**src/rtl/arith_pkg.sv**
```systemverilog
// Shared types for the ALU mult/div unit: divider state encoding and result constants.
package arith_pkg;

   localparam int WIDTH_DEFAULT = 32;

   typedef enum logic [1:0] {
      IDLE = 2'd0,
      RUN  = 2'd1,
      FIX  = 2'd2
   } div_state_e;

   // Divide-by-zero quotient is this bit replicated across the full width (all ones).
   localparam logic DIV0_QUOT_FILL = 1'b1;

endpackage

```
**src/rtl/div_step.sv**
```systemverilog
// One restoring-division step: shift the next dividend bit into R, subtract D if it fits.
module div_step #(
   parameter int WIDTH = 32
) (
   input  logic [WIDTH:0]   r_i,
   input  logic [WIDTH-1:0] q_i,
   input  logic [WIDTH-1:0] d_i,
   output logic [WIDTH:0]   r_o,
   output logic [WIDTH-1:0] q_o
);

   logic [WIDTH:0] r_shift;
   logic [WIDTH:0] r_diff;
   logic           fits;

   always_comb begin
      r_shift = {r_i[WIDTH-1:0], q_i[WIDTH-1]};
      r_diff  = r_shift - {1'b0, d_i};
      fits    = (r_shift >= {1'b0, d_i});
      r_o     = fits ? r_diff : r_shift;
      q_o     = {q_i[WIDTH-2:0], fits};
   end

endmodule

```
**src/rtl/divider_iterative.sv**
```systemverilog
// Multi-cycle signed/unsigned divider for DIV/DIVU: one restoring step per clock, fixed latency.
module divider_iterative
   import arith_pkg::*;
#(
   parameter int WIDTH = WIDTH_DEFAULT
) (
   input  logic             clk,
   input  logic             reset,
   input  logic             valid_in,
   input  logic             is_signed,
   input  logic [WIDTH-1:0] dividend,
   input  logic [WIDTH-1:0] divisor,
   output logic             busy,
   output logic             valid_out,
   output logic [WIDTH-1:0] quotient,
   output logic [WIDTH-1:0] remainder
);

   localparam int                CNT_W    = $clog2(WIDTH);
   localparam logic [CNT_W-1:0]  CNT_LAST = CNT_W'(WIDTH - 1);

   div_state_e       state_q;
   logic [CNT_W-1:0] cnt_q;
   logic             busy_q;
   logic             valid_q;
   logic [WIDTH-1:0] quot_q;
   logic [WIDTH-1:0] rem_q;

   logic [WIDTH:0]   r_q, r_d;
   logic [WIDTH-1:0] q_q, q_d;
   logic [WIDTH-1:0] d_q;
   logic             neg_quot_q;
   logic             neg_rem_q;
   logic             dbz_q;

   function automatic logic [WIDTH-1:0] cond_neg(input logic [WIDTH-1:0] x, input logic neg);
      return neg ? (~x + 1'b1) : x;
   endfunction

   div_step #(.WIDTH(WIDTH)) u_step (
      .r_i (r_q),
      .q_i (q_q),
      .d_i (d_q),
      .r_o (r_d),
      .q_o (q_d)
   );

   // Divide-by-zero leaves |dividend| in R, and the dividend-sign fix-up restores the raw
   // dividend, so only the quotient needs overriding.
   always_ff @(posedge clk) begin
      if (reset) begin
         state_q <= IDLE;
         cnt_q   <= '0;
         busy_q  <= 1'b0;
         valid_q <= 1'b0;
         quot_q  <= '0;
         rem_q   <= '0;
      end else begin
         valid_q <= 1'b0;
         case (state_q)
            RUN: begin
               r_q   <= r_d;
               q_q   <= q_d;
               cnt_q <= cnt_q + 1'b1;
               if (cnt_q == CNT_LAST) state_q <= FIX;
            end
            FIX: begin
               quot_q  <= dbz_q ? {WIDTH{DIV0_QUOT_FILL}} : cond_neg(q_q, neg_quot_q);
               rem_q   <= cond_neg(r_q[WIDTH-1:0], neg_rem_q);
               valid_q <= 1'b1;
               busy_q  <= 1'b0;
               state_q <= IDLE;
            end
            default: ;
         endcase
         // A new start always wins, restarting RUN and overlapping a completing FIX.
         if (valid_in) begin
            r_q        <= '0;
            q_q        <= cond_neg(dividend, is_signed & dividend[WIDTH-1]);
            d_q        <= cond_neg(divisor, is_signed & divisor[WIDTH-1]);
            neg_quot_q <= is_signed & (dividend[WIDTH-1] ^ divisor[WIDTH-1]);
            neg_rem_q  <= is_signed & dividend[WIDTH-1];
            dbz_q      <= (divisor == '0);
            cnt_q      <= '0;
            busy_q     <= 1'b1;
            state_q    <= RUN;
         end
      end
   end

   assign busy      = busy_q;
   assign valid_out = valid_q;
   assign quotient  = quot_q;
   assign remainder = rem_q;

endmodule

```
**config.mk**
```make
export PLATFORM = sky130hd
export DESIGN_NAME = divider_iterative
export DESIGN_NICKNAME = d
export VERILOG_FILES = /design/src/rtl/arith_pkg.sv /design/src/rtl/div_step.sv /design/src/rtl/divider_iterative.sv
export SDC_FILE = /design/constraint.sdc
export NUM_CORES = 1
export LEC_CHECK = 0
export ABC_AREA = 1
export CORE_UTILIZATION = 55
export DETAILED_ROUTE_END_ITERATION = 16
export HOLD_SLACK_MARGIN = 0.03
export PLACE_DENSITY = 0.74
export SYNTH_ARGS = -nofsm -noshare
export SYNTH_HDL_FRONTEND = slang
export SYNTH_SLANG_ARGS = --single-unit
```
**constraint.sdc**
```tcl
create_clock -name clk -period 6.88 [get_ports clk]
set_input_delay 0.688 -clock clk [delete_from_list [all_inputs] [get_ports clk]]
set_output_delay 0.688 -clock clk [all_outputs]
set_load 0.01 [all_outputs]
```
==> results of run 1 <==
through the flow:
step / cells / setup WS [ps]
after floorplan: 1957 / 723
after global placement: 2354 / 3110
after detailed placement: 2354 / 3040
after CTS: 2386 / 3520
after global routing: 2386 / 3310
final: 2387 / 3460
worst max-delay path by stage:
stage,depth (start not counted),slack [ps],to,from
finish,11,3460,r_q[4]$_SDFFCE_PP0P_,r_q[15]$_SDFFCE_PP0P_
global route,7,3310,r_q[14]$_SDFFCE_PP0P_,valid_in
CTS,7,3520,r_q[14]$_SDFFCE_PP0P_,valid_in
detailed placement,7,3040,q_q[25]$_DFFE_PP_,valid_in
global placement,7,3110,q_q[25]$_DFFE_PP_,valid_in
floorplan,3,720,q_q[0]$_DFFE_PP_,reset
layout make-up:
cell class | instances | area [sq um] | share of cell area
Antenna cell | 1 | 2.50 | 0.000167
Multi-Input combinational cell | 1403 | 6940 | 0.463
Inverter | 327 | 1230 | 0.0820
Tap cell | 313 | 392 | 0.0262
Sequential cell | 172 | 4430 | 0.296
Timing Repair Buffer | 139 | 1380 | 0.0920
Clock buffer | 17 | 425 | 0.0284
Clock inverter | 15 | 175 | 0.0117
registers in the layout, summed over array words and instances, names as in the netlist:
register,flops
busy,1
cnt_q,5
d_q,32
dbz_q,1
neg_quot_q,1
neg_rem_q,1
q_q,32
quotient,32
r_q,32
remainder,32
state_q,2
valid_out,1
synthesized netlist by cell type (2+ instances only):
library cell / count / share of area
a21oi_1: 49 / 0.019
ha_1: 38 / 0.037
clkbuf_1: 39 / 0.011
nand3_1: 163 / 0.064
inv_1: 321 / 0.094
or2_2: 6 / 0.0029
edfxtp_1: 99 / 0.23
nor3_1: 29 / 0.011
nor2_1: 240 / 0.070
o21ai_1: 5 / 0.0019
inv_2: 2 / 0.00059
o21ai_0: 102 / 0.040
o31ai_1: 4 / 0.0023
nand3_2: 3 / 0.0023
xor2_1: 74 / 0.050
nand2_1: 554 / 0.16
nor2_2: 8 / 0.0039
nor3_2: 3 / 0.0023
buf_2: 10 / 0.0039
xnor2_1: 12 / 0.0082
clkinv_1: 4 / 0.0012
dfxtp_1: 73 / 0.11
nor4_1: 5 / 0.0024
o221ai_1: 9 / 0.0061
nand3b_1: 5 / 0.0029
nand2_4: 2 / 0.0018
o211ai_1: 9 / 0.0053
a31oi_1: 6 / 0.0029
nor2_4: 2 / 0.0018
nand2_2: 5 / 0.0024
buf_6: 5 / 0.0044
and2_1: 5 / 0.0024
nand4_1: 58 / 0.028
cells by family (layout without fill, tap and decap cells):
group,count (synthesis),count (layout),synth area share
DFF,172,172,0.345
xor gates and xnor gates,86,86,0.0587
AOI/OAI and AO/OA,188,188,0.0800
and+or+nand+nor,1090,1090,0.362
buffers and inverters,382,498,0.116
adders and majority gates,39,39,0.0386
other,0,1,0
worst max-delay path: stages, from the launching register on:
cell and delay (ps):
edfxtp_1 570, ha_1 440, nand2_1 170, nor2_2 80, nand2_1 100, nor2_2 60, nand2_1 120, nand3_2 110
nor2_4 720, nand2_4 470, nand3_1 220, nand2_1 90
routing by layer:
| layer | up-vias | wire length [microns] | global-route usage |
|---|---|---|---|
| met5 | - | 0 | 0 |
| met4 | 0 | 911 | 0.115 |
| met3 | 67 | 3470 | 0.0507 |
| met2 | 612 | 16400 | 0.494 |
| met1 | 5788 | 17500 | 0.473 |
| li1 | 6459 | - | - |
power by group through the flow:
stage	logic (mW)	clock network, mW	registers [mW]
CTS	0.917	0.985	1.28
floorplan	0.671	0	1.26
global placement	0.897	0	1.30
global route	1.05	1.02	1.29
finish	0.933	0.981	1.29
detailed placement	0.909	0	1.30
==> reports/qor.csv, run 1 <==
metric,value,unit
result of the run,completed,
Leak Pwr,7.26,nW
largest net degree at the start of global routing,97,
Async SR Flop Fraction,0,
Worst-Skew Late Latency,440,ps
"Cell Area, Synth",12800,sq um
min-delay src,busy$_SDFFE_PP0P_,
Initial Utilization,0.563,
I/O Buffers,133,
"most common cell after layout, fill and taps aside",nand2_1,
hpwl dp,29200,microns
Clock Pin Slew Worst Setup and Hold Paths,80,ps
die width,155,microns
cells on worst reg2reg path,11,
Worst Max-Slew Pin Slew,1080,ps
GRT Util Overall,0.327,
clk_skew,13.2,ps
share of layout cells above drive strength 1,0.0357,
IO Pins,134,
critical path launch point type,flip-flop,
CP required,7060,ps
P&R area growth vs syn,16.6,%
WL final,38300,microns
clock share of power,0.306,
fillers,2120,
Mean Syn Cell Area,6.56,sq um
Int Power,1.99,mW
max_cap viols,0,
Die Y,155,microns
WS Path Type,reg -> reg,
nets,2167,
sequential share of power,0.402,
Final Hold Viols,0,
Max Slew Vio Count,0,
Via-to-Cell Ratio,5.42,
Slew Limit Headroom,0.275,
Critical Path AT,3600,ps
CTS Buf Count,17,
NetSw,1.21,mW
"Design Area, Final",15000,sq um
initial antenna violation count,0,
Max clock buf depth,2,
H-tree depth,4,
maximum clock rate,0.293,GHz
Unique masters post-synth,41,
worst min path class,reg -> reg,
CTS tree,built,
# Post-CTS Setup Buffers,0,
residual DRC count,0,
Core Area,22800,sq um
Comb pwr share,0.291,
FF-to-FF Start,r_q[15]$_SDFFCE_PP0P_,
power per cell area,214,nW/um^2
Post-Synthesis Cells,1957,
post-route minimum period,3420,ps
register area share after synthesis,0.345,
FP Rows,55,
"Endpoint, Worst Hold",busy$_SDFFE_PP0P_,
crit path max fanout,33,
via count,12900,
worst hold path cell count,2,
WHS,478,ps
reg2reg end,r_q[4]$_SDFFCE_PP0P_,
"Top FF cell, synth",edfxtp_1,
Post-synth EDFFs,99,
Ys Warns,0,
gpl congestion,0.967,
GRT overflow,0,
drt first-iter violations,1509,
global-route wire length before repair,61100,microns
FF-to-FF setup slack,3460,ps
most frequent cells in the layout,"nand2_1 (554), inv_1 (320), nor2_1 (239), nand3_1 (163), clkdlybuf4s50_1 (133)",
"FF+latch count, synth",172,
# setup viols final,0,
Detail Route Antenna Nets,0,
Setup TNS Final,0,ps
critical path capture point type,flip-flop,
RSZ-0062 raised after global routing,no,
post-cts gate resize count,0,
Root Driver,clkbuf_16,
die area,24000,sq um
"IR drop worst, VDD",0.183,mV
Num Clock Sinks,172,
PnR Total Power,3.20,mW
first-pass detailed-route iteration total,5,
Post-CTS Hold Buffers,0,
Util after Layout,0.657,
vias in the first global route,11600,
Tcrit/Tclk final,0.497,
syn nets,2064,
Routed WL per cell,16.0,microns
Placed Instance Area,14400,sq um
Sw Ratio,0.379,
Note: power is estimated with default switching activity, not from simulation.
==> inputs of run 2 (changes only) <==
==> constraint.sdc (replaced) <==
create_clock -name clk -period 3.2 [get_ports clk]
set_input_delay 0.32 -clock clk [delete_from_list [all_inputs] [get_ports clk]]
set_output_delay 0.32 -clock clk [all_outputs]
set_load 0.01 [all_outputs]
==> run 2 against run 1 <==
Compared with the run above:
- sequential power increased by 110%
- count of clock-buffer cells in the layout unchanged
- design area increased by 1.3%
==> reports/qor.csv, run 2 (synthesized netlist as in run 1, its figures left out) <==
metric,value,unit,change
Num Clock Sinks,172,,unchanged
max incr delay on CP,730,ps,about the same
"IR drop worst, VDD",0.360,mV,+97%
WS Path Type,reg -> reg,,
initial antenna violation count,0,,unchanged
die area,24000,sq um,unchanged
clock share of power,0.307,,about the same
Slew Limit Headroom,0.364,,+0.0892
Max clock buf depth,2,,unchanged
critical path capture point type,flip-flop,,
gpl congestion,1.04,,+7.2%
global-route wire length before repair,61700,microns,+1.1%
Worst-Skew Late Latency,440,ps,about the same
crit-path cells,ha_1 -> inv_1 -> o21bai_1 -> nand2_1 -> nand2_1 -> nor2_1 -> nand3_2 -> nor2_2 -> nand4_1 -> nand2_1,,
H-tree depth,4,,unchanged
Detail Route Antenna Nets,0,,unchanged
Setup TNS Final,0,ps,unchanged
CTS tree,built,,
Leak Pwr,7.38,nW,+1.6%
die width,155,microns,unchanged
Root Driver,clkbuf_16,,
max_cap viols,0,,unchanged
via count,13100,,+1.7%
first-pass detailed-route iteration total,5,,unchanged
largest net degree at the start of global routing,97,,unchanged
vias in the first global route,11800,,+1.2%
GRT Util Overall,0.330,,+0.00329
Inst Count DP,2372,,+0.76%
"slowest stage cell, crit path",nor2_2,,
Sw Ratio,0.383,,+0.00354
result of the run,completed,,
hpwl dp,30400,microns,+4.3%
drt first-iter violations,1244,,-18%
# setup viols final,0,,unchanged
power per cell area,462,nW/um^2,+120%
Comb pwr share,0.305,,+0.014
CP required,3510,ps,-3550 ps
P&R area growth vs syn,18.1,%,
post-cts gate resize count,0,,unchanged
Critical Path AT,3120,ps,-480 ps
WL final,39100,microns,+2.1%
NetSw,2.68,mW,+120%
crit path max fanout,16,,-52%
clk_skew,9.70,ps,-3.49 ps
Int Power,4.33,mW,+120%
Routed WL per cell,16.2,microns,+1.2%
Tcrit/Tclk final,0.879,,+0.382
maximum clock rate,0.356,GHz,+22%
GRT overflow,0,,unchanged
most frequent cells in the layout,"nand2_1 (554), inv_1 (320), nor2_1 (239), nand3_1 (163), clkdlybuf4s50_1 (133)",,
sequential share of power,0.387,,-0.015
post-route minimum period,2810,ps,-607 ps
FP Rows,55,,unchanged
Max Slew Vio Count,0,,unchanged
"most common cell after layout, fill and taps aside",nand2_1,,
Non-Filler Instances,2408,,+0.88%
CTS Buf Count,17,,unchanged
fillers,2067,,-2.5%
Final Hold Viols,0,,unchanged
I/O Buffers,133,,unchanged
residual DRC count,0,,unchanged
share of layout cells above drive strength 1,0.0458,,+0.0101
RSZ-0062 raised after global routing,no,,
most numerous cell on the critical path,nand2_1,,
IO Pins,134,,unchanged
nets,2189,,+1.0%
critical path launch point type,flip-flop,,
Die Y,155,microns,unchanged
Worst Max-Slew Pin Slew,954,ps,-127 ps
Clock Pin Slew Worst Setup and Hold Paths,80,ps,about the same
Core Area,22800,sq um,unchanged
worst min path class,reg -> reg,,
Initial Utilization,0.563,,unchanged
ANT cells,0,,-1
Post-CTS Hold Buffers,0,,unchanged
Via-to-Cell Ratio,5.46,,+0.82%
-- run 2: cell types whose count changed in the layout (fill, tap and decap cells not counted), sizes merged --
| cell | delta |
|---|---|
| inv | -1 |
| clkinv | +2 |
| diode | -1 |
| buf | +21 |
| nor2 | +1 |
| clkinvlp | -1 |
-- run 2: layout make-up --
cell class	instances	area, sq um	share of cell area
tap	313	392	0.0258
clock buffer	17	425	0.0281
clock inverter	15	191	0.0126
timing repair buffer	160	1550	0.102
multi-input combinational	1404	6940	0.458
inverter	327	1230	0.0810
sequential	172	4430	0.293
-- run 2: path summary, 6_finish.rpt --
kind                                             from               endpoint  slack (ps)  depth (start not counted)
worst max-delay path            r_q[29]$_SDFFCE_PP0P_  r_q[23]$_SDFFCE_PP0P_         390                         10
worst min-delay path                busy$_SDFFE_PP0P_      busy$_SDFFE_PP0P_         470                          2
worst max register to register  r_q[29]$_SDFFCE_PP0P_  r_q[23]$_SDFFCE_PP0P_         390                         10
worst min register to register      busy$_SDFFE_PP0P_      busy$_SDFFE_PP0P_         470                          2
-- run 2: worst max-delay path: cells and delay by family, from the launching register on --
kind,cells,cell delay (ps)
AOI/OAI and AO/OA,1,110
adders and majority gates,1,390
buffers and inverters,1,120
and+or+nand+nor,7,1530
DFF,1,520
-- run 2: power groups by stage --
stage / logic [mW] / registers [mW] / clock network [mW]
final: 2.14 / 2.71 / 2.15
after global routing: 2.38 / 2.73 / 2.25
after CTS: 2.07 / 2.70 / 2.17
after detailed placement: 2.05 / 2.75 / 0
after global placement: 2.04 / 2.74 / 0
after floorplan: 1.44 / 2.70 / 0
-- run 2: through the flow --
step	setup WS (ps)	hold slack (ps)	total power, mW	area (sq um)	util
final	388	470	7.00	15200	0.665
after global routing	326	504	7.35	15200	0.665
after CTS	13.1	473	6.94	15100	0.664
after detailed placement	62.7	461	4.80	14500	0.637
after global placement	142	454	4.78	14500	0.637
after floorplan	40.2	419	4.14	12800	-
-- run 2: layer usage --
layer	track usage	up-vias	wire, microns
met4	0.0952	0	773
met2	0.510	638	16900
met5	0	-	0
met1	0.477	5935	17700
met3	0.0499	53	3770
li1	-	6520	-
-- run 2: timing repair --
| item | 4_1_cts | 5_1_grt |
|---|---|---|
| setup endpoints to repair | 0 | 30 |
| endpoints found under the hold margin | 0 | 0 |
| buffers inserted | 0 | 3 |
